[src/rtl/regfile_wb_arbiter_if.sv]
// Writeback bus between the two requesters, the arbiter and the register file write port.
// The slave side is the arbiter; the master side holds the requesters and the register file.
interface regfile_wb_arbiter_if #(
  parameter int unsigned DATA_W = 32,
  parameter int unsigned ADDR_W = 5
);
  logic              a_valid;
  logic [ADDR_W-1:0] a_rd;
  logic [DATA_W-1:0] a_data;
  logic              a_ready;
  logic              b_valid;
  logic [ADDR_W-1:0] b_rd;
  logic [DATA_W-1:0] b_data;
  logic              b_ready;
  logic              rf_write;
  logic [ADDR_W-1:0] rf_rd;
  logic [DATA_W-1:0] rf_data;
  logic              init_busy;

  modport slave (
    input  a_valid, a_rd, a_data, b_valid, b_rd, b_data,
    output a_ready, b_ready, rf_write, rf_rd, rf_data, init_busy
  );

  modport master (
    output a_valid, a_rd, a_data, b_valid, b_rd, b_data,
    input  a_ready, b_ready, rf_write, rf_rd, rf_data, init_busy
  );
endinterface

[src/rtl/regfile_wb_arbiter.sv]
// Register file write-port controller: clears all registers after reset, then
// round-robin arbitrates two writeback requesters onto the single write port.
module regfile_wb_arbiter #(
  parameter int unsigned DATA_W = 32,
  parameter int unsigned ADDR_W = 5,
  parameter int unsigned NREG   = 32
) (
  input  logic                 clk,
  input  logic                 rst,
  regfile_wb_arbiter_if.slave  bus
);
  typedef enum logic {INIT, RUN} state_t;
  typedef enum logic {PRIO_A, PRIO_B} prio_t;

  state_t            state;
  prio_t             prio;
  logic [ADDR_W-1:0] ptr;
  logic              rf_write_q;
  logic [ADDR_W-1:0] rf_rd_q;
  logic [DATA_W-1:0] rf_data_q;
  logic              init_busy_q;

  logic              grant_a;
  logic              grant_b;
  logic [ADDR_W-1:0] grant_rd;
  logic [DATA_W-1:0] grant_data;

  // At most one grant per cycle; prio only breaks ties when both are valid.
  always_comb begin
    grant_a    = 1'b0;
    grant_b    = 1'b0;
    grant_rd   = bus.a_rd;
    grant_data = bus.a_data;
    if (state == RUN) begin
      grant_a = bus.a_valid && (!bus.b_valid || prio == PRIO_A);
      grant_b = bus.b_valid && !grant_a;
    end
    if (grant_b) begin
      grant_rd   = bus.b_rd;
      grant_data = bus.b_data;
    end
  end

  always_ff @(posedge clk) begin
    if (rst) begin
      state       <= INIT;
      prio        <= PRIO_A;
      ptr         <= '0;
      rf_write_q  <= 1'b0;
      rf_rd_q     <= '0;
      rf_data_q   <= '0;
      init_busy_q <= 1'b1;
    end else begin
      case (state)
        INIT: begin
          rf_write_q <= 1'b1;
          rf_rd_q    <= ptr;
          rf_data_q  <= '0;
          ptr        <= ptr + 1'b1;
          if (ptr == ADDR_W'(NREG - 1)) begin
            state       <= RUN;
            init_busy_q <= 1'b0;
          end
        end
        RUN: begin
          if (grant_a || grant_b) begin
            // Register 0 is hardwired: the handshake completes but no write is issued.
            rf_write_q <= (grant_rd != '0);
            rf_rd_q    <= grant_rd;
            rf_data_q  <= grant_data;
            prio       <= grant_a ? PRIO_B : PRIO_A;
          end else begin
            rf_write_q <= 1'b0;
          end
        end
        default: state <= INIT;
      endcase
    end
  end

  assign bus.a_ready   = grant_a;
  assign bus.b_ready   = grant_b;
  assign bus.rf_write  = rf_write_q;
  assign bus.rf_rd     = rf_rd_q;
  assign bus.rf_data   = rf_data_q;
  assign bus.init_busy = init_busy_q;
endmodule
[src/flat_wrapper.sv]
// flat-port wrapper written by rule: the top's interface ports become plain ports
module regfile_wb_arbiter_flat 
#(
  parameter int unsigned DATA_W = 32,
  parameter int unsigned ADDR_W = 5,
  parameter int unsigned NREG   = 32
)
  (clk, rst, bus_a_valid, bus_a_rd, bus_a_data, bus_b_valid, bus_b_rd, bus_b_data, bus_a_ready, bus_b_ready, bus_rf_write, bus_rf_rd, bus_rf_data, bus_init_busy);
  regfile_wb_arbiter_if #(.DATA_W(DATA_W), .ADDR_W(ADDR_W)) bus_i ();
  input  logic clk;
  input  logic rst;
  input wire logic [$bits(bus_i.a_valid)-1:0] bus_a_valid;
  input wire logic [$bits(bus_i.a_rd)-1:0] bus_a_rd;
  input wire logic [$bits(bus_i.a_data)-1:0] bus_a_data;
  input wire logic [$bits(bus_i.b_valid)-1:0] bus_b_valid;
  input wire logic [$bits(bus_i.b_rd)-1:0] bus_b_rd;
  input wire logic [$bits(bus_i.b_data)-1:0] bus_b_data;
  output wire logic [$bits(bus_i.a_ready)-1:0] bus_a_ready;
  output wire logic [$bits(bus_i.b_ready)-1:0] bus_b_ready;
  output wire logic [$bits(bus_i.rf_write)-1:0] bus_rf_write;
  output wire logic [$bits(bus_i.rf_rd)-1:0] bus_rf_rd;
  output wire logic [$bits(bus_i.rf_data)-1:0] bus_rf_data;
  output wire logic [$bits(bus_i.init_busy)-1:0] bus_init_busy;
  assign bus_i.a_valid = bus_a_valid;
  assign bus_i.a_rd = bus_a_rd;
  assign bus_i.a_data = bus_a_data;
  assign bus_i.b_valid = bus_b_valid;
  assign bus_i.b_rd = bus_b_rd;
  assign bus_i.b_data = bus_b_data;
  assign bus_a_ready = bus_i.a_ready;
  assign bus_b_ready = bus_i.b_ready;
  assign bus_rf_write = bus_i.rf_write;
  assign bus_rf_rd = bus_i.rf_rd;
  assign bus_rf_data = bus_i.rf_data;
  assign bus_init_busy = bus_i.init_busy;
  regfile_wb_arbiter #(.DATA_W(DATA_W), .ADDR_W(ADDR_W), .NREG(NREG)) u_core (.clk(clk), .rst(rst), .bus(bus_i));
endmodule
[config.mk]
export PLATFORM = sky130hd
export DESIGN_NAME = regfile_wb_arbiter_flat
export DESIGN_NICKNAME = d
export VERILOG_FILES = /design/src/rtl/regfile_wb_arbiter_if.sv /design/src/rtl/regfile_wb_arbiter.sv /design/src/flat_wrapper.sv
export SDC_FILE = /design/constraint.sdc
export NUM_CORES = 1
export LEC_CHECK = 0
export ABC_AREA = 1
export BUFFER_PORTS_ARGS = -buffer_cell sky130_fd_sc_hd__buf_2
export CORE_ASPECT_RATIO = 1.4
export CORE_UTILIZATION = 25
export CTS_CLUSTER_SIZE = 10
export DETAILED_ROUTE_END_ITERATION = 8
export GPL_ROUTABILITY_DRIVEN = 0
export HOLD_SLACK_MARGIN = 0.05
export PLACE_DENSITY = 0.55
export SYNTH_ARGS = -nofsm -noshare
export SYNTH_HDL_FRONTEND = slang
export SYNTH_SLANG_ARGS = --single-unit
[constraint.sdc]
create_clock -name clk -period 1.3 [get_ports clk]
set_input_delay 0.195 -clock clk [delete_from_list [all_inputs] [get_ports clk]]
set_output_delay 0.195 -clock clk [all_outputs]
set_load 0.01 [all_outputs]
Word-level counts from Yosys, hierarchy flattened
Index checks and enable logic that the tools add are counted.

storage, ports and cells
  flip-flop bits (word level) = 46
  bits of input ports = 78

operators by class
  $add $sub $neg = 1
  equality and inequality tests = 2
  mux-type cells = 13
  bitwise gates (word level) = 2
  reduce and logical (&&, ||, !) cells = 9

operators with widths
  cell                                                            count
  32-bit 2-to-1 mux                                               2
  32-bit case mux with 2 select lines                             1
  5-bit 2-to-1 mux                                                2
  5-bit case mux with 2 select lines                              1
  1-bit 2-to-1 mux                                                6
  5-bit by 1-bit adder with 5-bit output (second input constant)  1
  5-bit == test (second input constant)                           1
  5-bit nonzero test                                              1
  2-bit AND reduction                                             2
  1-bit logical AND                                               2
  1-bit logical NOT                                               2
  1-bit logical OR                                                2
  2-bit inequality test (second input constant)                   1
  1-bit inverter                                                  2
  1-bit case mux with 2 select lines                              1

Depth between registers and ports, before layout
Gate-level depths: netlist of the first run.

  depth in word-level cells = 10
  gate-level depth with buffers = 11
  depth with buffers taken out = 9

Worst setup path before layout of the first run
Ideal clock, no wire load.

  path kind = register -> register
  start point = reg u_core.ptr[1]
  end point = reg u_core.ptr[4]
  data arrival time = 1.104 ns
  required time = 1.184 ns
  slack = 0.080 ns
  stages on the path, launching flop included = 7
  path through = dfxtp_1 -> ha_1 -> inv_1 -> nor3_1 -> ha_1 -> o21ai_0 -> nor2_1

between the ends
  cells in the longest elaborated chain, start to end = 1

ends and longest elaborated chain
  element                                 RTL line                  RTL
  start: declaration                      regfile_wb_arbiter.sv:17  logic [ADDR_W-1:0] ptr;
  start signal: assignment                regfile_wb_arbiter.sv:59  ptr <= ptr + 1'b1;
  5-bit by 1-bit adder with 5-bit output  regfile_wb_arbiter.sv:59

Every way passes these cells.
A chain may end at the register's enable or synchronous reset.

Worst setup path after layout of the first run
  start point = reg u_core.state
  end point = out bus_b_ready

between the ends
  cells in the longest elaborated chain, start to end = 1

ends and longest elaborated chain
  element                   RTL line                  RTL
  start: declaration        regfile_wb_arbiter.sv:15  state_t state;
  start signal: assignment  regfile_wb_arbiter.sv:46  state <= INIT;
  start signal: assignment  regfile_wb_arbiter.sv:61  state <= RUN;
  start signal: assignment  regfile_wb_arbiter.sv:76  default: state <= INIT;
  1-bit 2-to-1 mux          regfile_wb_arbiter.sv:34  if (state == RUN) begin
  end: declaration          flat_wrapper.sv:19        output wire logic [$bits(bus_i.b_ready)-1:0] bus_b_ready;

Every way passes these cells.

==> flow_summary.toml, run 1 <==
[clocking]
tritoncts = "done"
ctsHoldBuffers = 0
cts_buffers = 5
clockRootBuffer = "clkbuf_16"
clk_path_buf_depth = 2
clkTransAtPathRegs_ns = 0.06
insertion_delay_ns = 0.28
cts_max_level = 2
cts_sinks = 46

[worst_setup_path]
ff2ff_path_depth = 10
reg2reg_slack_ns = 0.03
cpMostUsedCell = "nand2_4"
cpPeakStageDelay_ns = 0.36
crit_chain = "nand2_4 -> inv_4 -> nand2_4 -> clkinv_4 -> buf_12 -> buf_6"
cp-end-kind = "primary output"
r2r-start = "u_core.state"
crit_path_start_kind = "flip-flop"
worst_ep_arrival_time_ns = 1.16
r2r-end = "u_core.bus.rf_data[30]"
cp_slowest_cell = "dfxtp_4"
crit_type = "reg -> out"
cp_data_required_time_ns = 1.11
crit_path_start = "u_core.state"
crit_end = "bus_b_ready"
crit_fanout = 3

[floorplan]
rows = 41
ios = 119
initial_core_util = 0.257
die_height_um = 116
die_x_um = 83.4
dieArea_um2 = 9660
core_um2 = 9030

[sta]
period_share = 1.04
fmax_mhz = 738
layout_min_cycle_time_ns = 1.35
worst_pin_slew_ns = 0.431
setup_tns_ns = -0.0545
finalClockSkew_ns = 0.00306
setup_ws_ns = -0.0545
slew_violations = 0
rsz0062_at_grt = "yes"
setup-violations-final = 1
hold_viol = 0
slew_headroom = 0.713

[placement]
hpwl_mm = 4.96
io_buffers = 118
numPlacedInstances = 566

[synth]
ys_seq_area_frac = 0.397
syn_area_um2 = 2320
yosysUniqueCellTypes = 21
ys_ff_latch = 46
netlist_instances = 349
syn_nets = 429
avgSynthCellArea_um2 = 6.64
ys.warnings.count = 0

[route]
num_vias = 2654
routed.top_layer = "met4"
drc = 0
wl_met3_um = 341
drt_iter0_drc = 114
dr.pass1.iters = 4
wl_met1_mm = 2.91
antenna_left = 0
wl_met2_mm = 3.53
wl_per_cell_um = 11.9
viasPerCell = 4.59
routed_wl_mm = 6.87

[finish]
nNetsFinal = 552
layout_common_cells = "nand2_1, buf_2, dfxtp_1, nand3_1, a21oi_1"
syn_to_final_growth_pct = 43.1
drive_gt1_frac = 0.350
layout_commonest_cell = "nand2_1"
nFillCells = 989
stdcell_count = 578
antenna_cells = 0

[power_and_ir_drop]
finalPower_uw = 2940
leakagePower_uw = 0.00165
power_density_nw_per_um2 = 888
ir_drop_mv = 0.546

[global_route]
grt-ovfl-total = 0
grt_pass1_wl_mm = 10.8
grt_antenna_before_repair = 0
grt.total_usage = 0.139
grt_pass1_vias = 2330
grt_max_degree = 43

[run_status]
status = "complete, but fails checks"
violations = "setup timing"

[flow_run]
drv_cap = 0

[hold_path]
hp-class = "in -> reg"
min_from = "bus_b_data[25]"
-- cell type report --
type                       count  area [um^2]  share of cell area
multi-input combinational    261         1180               0.355
tap                          107          134              0.0404
timing repair buffer         142          870               0.262
inverter                      16         70.1              0.0211
clock buffer                   6          139              0.0419
sequential                    46          928               0.280
-- registers in the layout, indices dropped and copies added, names as in the netlist --
| register | count |
|---|---|
| u_core.bus.init_busy | 1 |
| u_core.state | 1 |
| u_core.bus.rf_data | 32 |
| u_core.bus.rf_write | 1 |
| u_core.bus.rf_rd | 5 |
| u_core.ptr | 5 |
| u_core.prio | 1 |
-- synthesized netlist by cell type (all sizes together) --
| cell | number | area, um^2 |
|---|---|---|
| nor2 | 7 | 33.8 |
| clkbuf | 10 | 37.5 |
| nor3 | 5 | 25.0 |
| inv | 15 | 56.3 |
| nand2 | 157 | 604 |
| nor4 | 1 | 6.26 |
| a31oi | 5 | 31.3 |
| o21ai | 4 | 20.0 |
| ha | 2 | 25.0 |
| buf | 16 | 145 |
| nand4 | 5 | 31.3 |
| a21oi | 36 | 180 |
| nand3 | 39 | 195 |
| clkinv | 1 | 5.00 |
| dfxtp | 46 | 921 |
-- worst max-delay path, delay by kind of cell (launching register included) --
kind | cells | cell delay (ns)
AND/OR/NAND/NOR | 2 | 0.17
buffers and inverters | 4 | 0.35
flip-flops | 1 | 0.36
-- power breakdown --
part	switching [uW]	leakage, uW	internal, uW	total (uW)
clock network	498	0.0000688	744	1240
registers	8.18	0.000374	1420	1430
logic	128	0.00121	142	270
total	635	0.00165	2310	2940
-- repair_timing --
action                     4_1_cts  5_1_grt
setup endpoints to repair       33       41
setup buffers                    5        1
pin swaps                        2        4
gates cloned                     1        0
resized for setup               10       12
-- worst min path at each step --
stage	endpoint	slack, ns	cells past startpoint
5_1_grt	u_core.bus.rf_data[16]	0.27	5
2_1_floorplan	u_core.prio	0.39	3
6_report	u_core.bus.rf_data[25]	0.25	5
3_3_place_gp	u_core.prio	0.46	2
4_1_cts	u_core.bus.rf_data[16]	0.24	5
3_5_place_dp	u_core.bus.init_busy	0.45	2
-- metrics by stage --
| stage | setup WS, ns | cell area, um^2 | hold slack (ns) | utilization |
|---|---|---|---|---|
| after floorplan | 0.0800 | 2320 | 0.387 | - |
| after global placement | -0.0709 | 3030 | 0.457 | 0.336 |
| after detailed placement | -0.0912 | 3030 | 0.452 | 0.336 |
| after CTS | -0.0771 | 3280 | 0.245 | 0.364 |
| after global routing | -0.0936 | 3320 | 0.271 | 0.367 |
| final | -0.0545 | 3320 | 0.251 | 0.367 |
-- kinds of logic (layout without fill, tap and decap cells) --
family / count (synthesis) / after routing / share of synthesized area
buffers and inverters: 42 / 164 / 0.105
adders and majority gates: 2 / 2 / 0.0108
AOI/OAI and AO/OA: 45 / 45 / 0.0999
DFF: 46 / 46 / 0.397
and+or+nand+nor: 214 / 214 / 0.387
-- routing by layer --
layer	GRT usage	vias to the layer above
met2	0.245	80
li1	-	1362
met4	0.0517	0
met3	0.0264	8
met1	0.168	1204
met5	0	-
Power figures use the tool's default switching activity.
==> run 2, diff against run 1 <==
--- a/config.mk
+++ b/config.mk
@@ -14,6 +14,7 @@
 export GPL_ROUTABILITY_DRIVEN = 0
 export HOLD_SLACK_MARGIN = 0.05
 export PLACE_DENSITY = 0.55
+export REMOVE_ABC_BUFFERS = 1
 export SYNTH_ARGS = -nofsm -noshare
 export SYNTH_HDL_FRONTEND = slang
 export SYNTH_SLANG_ARGS = --single-unit
==> flow_summary.toml, run 2 (synthesized netlist as in run 1, its figures left out) <==
[run_status]
status = "complete, but fails checks"
violations = "setup timing"

[worst_setup_path]
r2r-end = "u_core.bus.rf_data[30]"
reg2reg_slack_ns = 0.06
path_buf_inv = 4
cp_slowest_cell = "dfxtp_4"
cpMostUsedCell = "nand2_4"
crit_type = "reg -> out"
r2r-start = "u_core.prio"
crit_fanout = 4
crit_chain = "nand2_4 -> inv_4 -> nand2_4 -> clkinv_4 -> buf_12 -> buf_6"
critPathTopFamily = "flip-flops"
crit_path_start_kind = "flip-flop"
ff2ff_path_depth = 9
cpPeakStageDelay_ns = 0.36
worst_ep_arrival_time_ns = 1.12
cp_data_required_time_ns = 1.11
cp-end-kind = "primary output"

[sta]
hold_viol = 0
setup-violations-final = 1
holdWs_ns = 0.214
slew_violations = 0
setup_ws_ns = -0.0190
fmax_mhz = 758
layout_min_cycle_time_ns = 1.32
finalClockSkew_ns = 0.00511
worst_pin_slew_ns = 0.354
slew_headroom = 0.764
rsz0062_at_grt = "yes"
setup_tns_ns = -0.0190
period_share = 1.01

[finish]
layout_commonest_cell = "nand2_1"
multiInputGateArea_um2 = 1210
regArea_um2 = 928
antenna_cells = 0
nFillCells = 967
drive_gt1_frac = 0.379
syn_to_final_growth_pct = 50.3
nNetsFinal = 559
largest_reg_flops = 32
post-route-util = 0.386
layout_common_cells = "nand2_1, buf_2, dfxtp_1, nand3_1, a21oi_1"

[route]
dr.pass1.iters = 4
wl_per_cell_um = 12.5
routed_wl_mm = 7.31
num_vias = 2650
antenna_left = 0
drc = 0
drt_iter0_drc = 101
viasPerCell = 4.53

[global_route]
grt.busiest_layer = "met2"
use_met1 = 0.165
grt-ovfl-total = 0
grtUsageMet2 = 0.257
grt_antenna_before_repair = 0
grt_pass1_vias = 2409
grt.total_usage = 0.142
use_met3 = 0.0256
grt_max_degree = 31
grt_pass1_wl_mm = 11.0

[clocking]
clkTransAtPathRegs_ns = 0.06
cts_max_level = 2
ctsHoldBuffers = 0
tritoncts = "done"
clk_path_buf_depth = 2
cts_buffers = 5
clockRootBuffer = "clkbuf_16"
cts_sinks = 46
insertion_delay_ns = 0.28

[placement]
io_buffers = 118
pre_cts_ws_ns = -0.0706
hpwl_mm = 5.17

[hold_path]
worstHoldPathCells = 3
worstHoldEndpoint = "u_core.bus.init_busy"
min_from = "rst"
hp-class = "in -> reg"

[floorplan]
die_x_um = 83.4
rows = 41
initial_core_util = 0.257
ios = 119
dieArea_um2 = 9660
die_height_um = 116
core_um2 = 9030

[power_and_ir_drop]
finalPower_uw = 2950
ir_drop_mv = 0.567
power_density_nw_per_um2 = 848
leakagePower_uw = 0.00173

[flow_run]
drv_cap = 0
[run 2: cell types whose count changed in the layout (fill, tap and decap cells not counted), moves of 2 or more]
cell | previous run | this run
clkbuf_16 | 5 | 8
buf_4 | 15 | 19
nand2_2 | 1 | 5
buf_12 | 4 | 6
nand3_2 | 0 | 2
nand3_1 | 39 | 37
nand2_1 | 152 | 148
o21ai_0 | 3 | 1
[run 2: what timing repair did]
item / CTS / global route
resized for setup: 12 / 29
pin swaps: 2 / 7
cloned: 1 / 3
setup endpoints to repair: 24 / 37
setup buffers: 5 / 2
[run 2: worst max path at each step]
stage | startpoint | end | slack (ns) | cells after the start
2_1_floorplan | u_core.state | u_core.bus.rf_data[23] | -1.18 | 7
3_3_place_gp | bus_b_valid | u_core.bus.rf_data[31] | -0.02 | 9
3_5_place_dp | bus_b_valid | u_core.bus.rf_data[30] | -0.07 | 9
4_1_cts | u_core.prio | bus_b_ready | -0.03 | 6
5_1_grt | u_core.state | bus_b_ready | -0.06 | 6
6_report | u_core.state | bus_b_ready | -0.02 | 6
[run 2: through the flow]
| stage | instances | cell area [um^2] |
|---|---|---|
| final | 585 | 3480 |
| after global routing | 585 | 3480 |
| after CTS | 580 | 3310 |
| after detailed placement | 568 | 3060 |
| after global placement | 568 | 3060 |
| after floorplan | 323 | 2130 |
[run 2: worst register-to-register path: stages (launching register included)]
cell,delay (ns)
dfxtp_2,0.33
nand2_2,0.06
nand2_4,0.09
nor2_4,0.04
inv_2,0.07
nand2_4,0.10
inv_8,0.11
clkbuf_16,0.16
nand3_1,0.06
a21oi_1,0.14
[run 2: power by group]
group	switching (uW)	total, uW	internal, uW
Clock	499	1240	744
Sequential	7.62	1430	1420
Combinational	135	278	144
Total	642	2950	2310
[run 2: metal layers]
layer | vias to the layer above | share of wire
met3 | 14 | 0.054
met1 | 1158 | 0.42
met5 | - | 0
li1 | 1386 | -
met2 | 92 | 0.50
met4 | 0 | 0.019
[run 2: layout make-up]
class | instances | share of cell area
Clock buffer | 6 | 0.0399
Timing Repair Buffer | 149 | 0.287
Sequential cell | 46 | 0.267
Inverter | 16 | 0.0216
Multi-Input combinational cell | 261 | 0.347
Tap cell | 107 | 0.0384
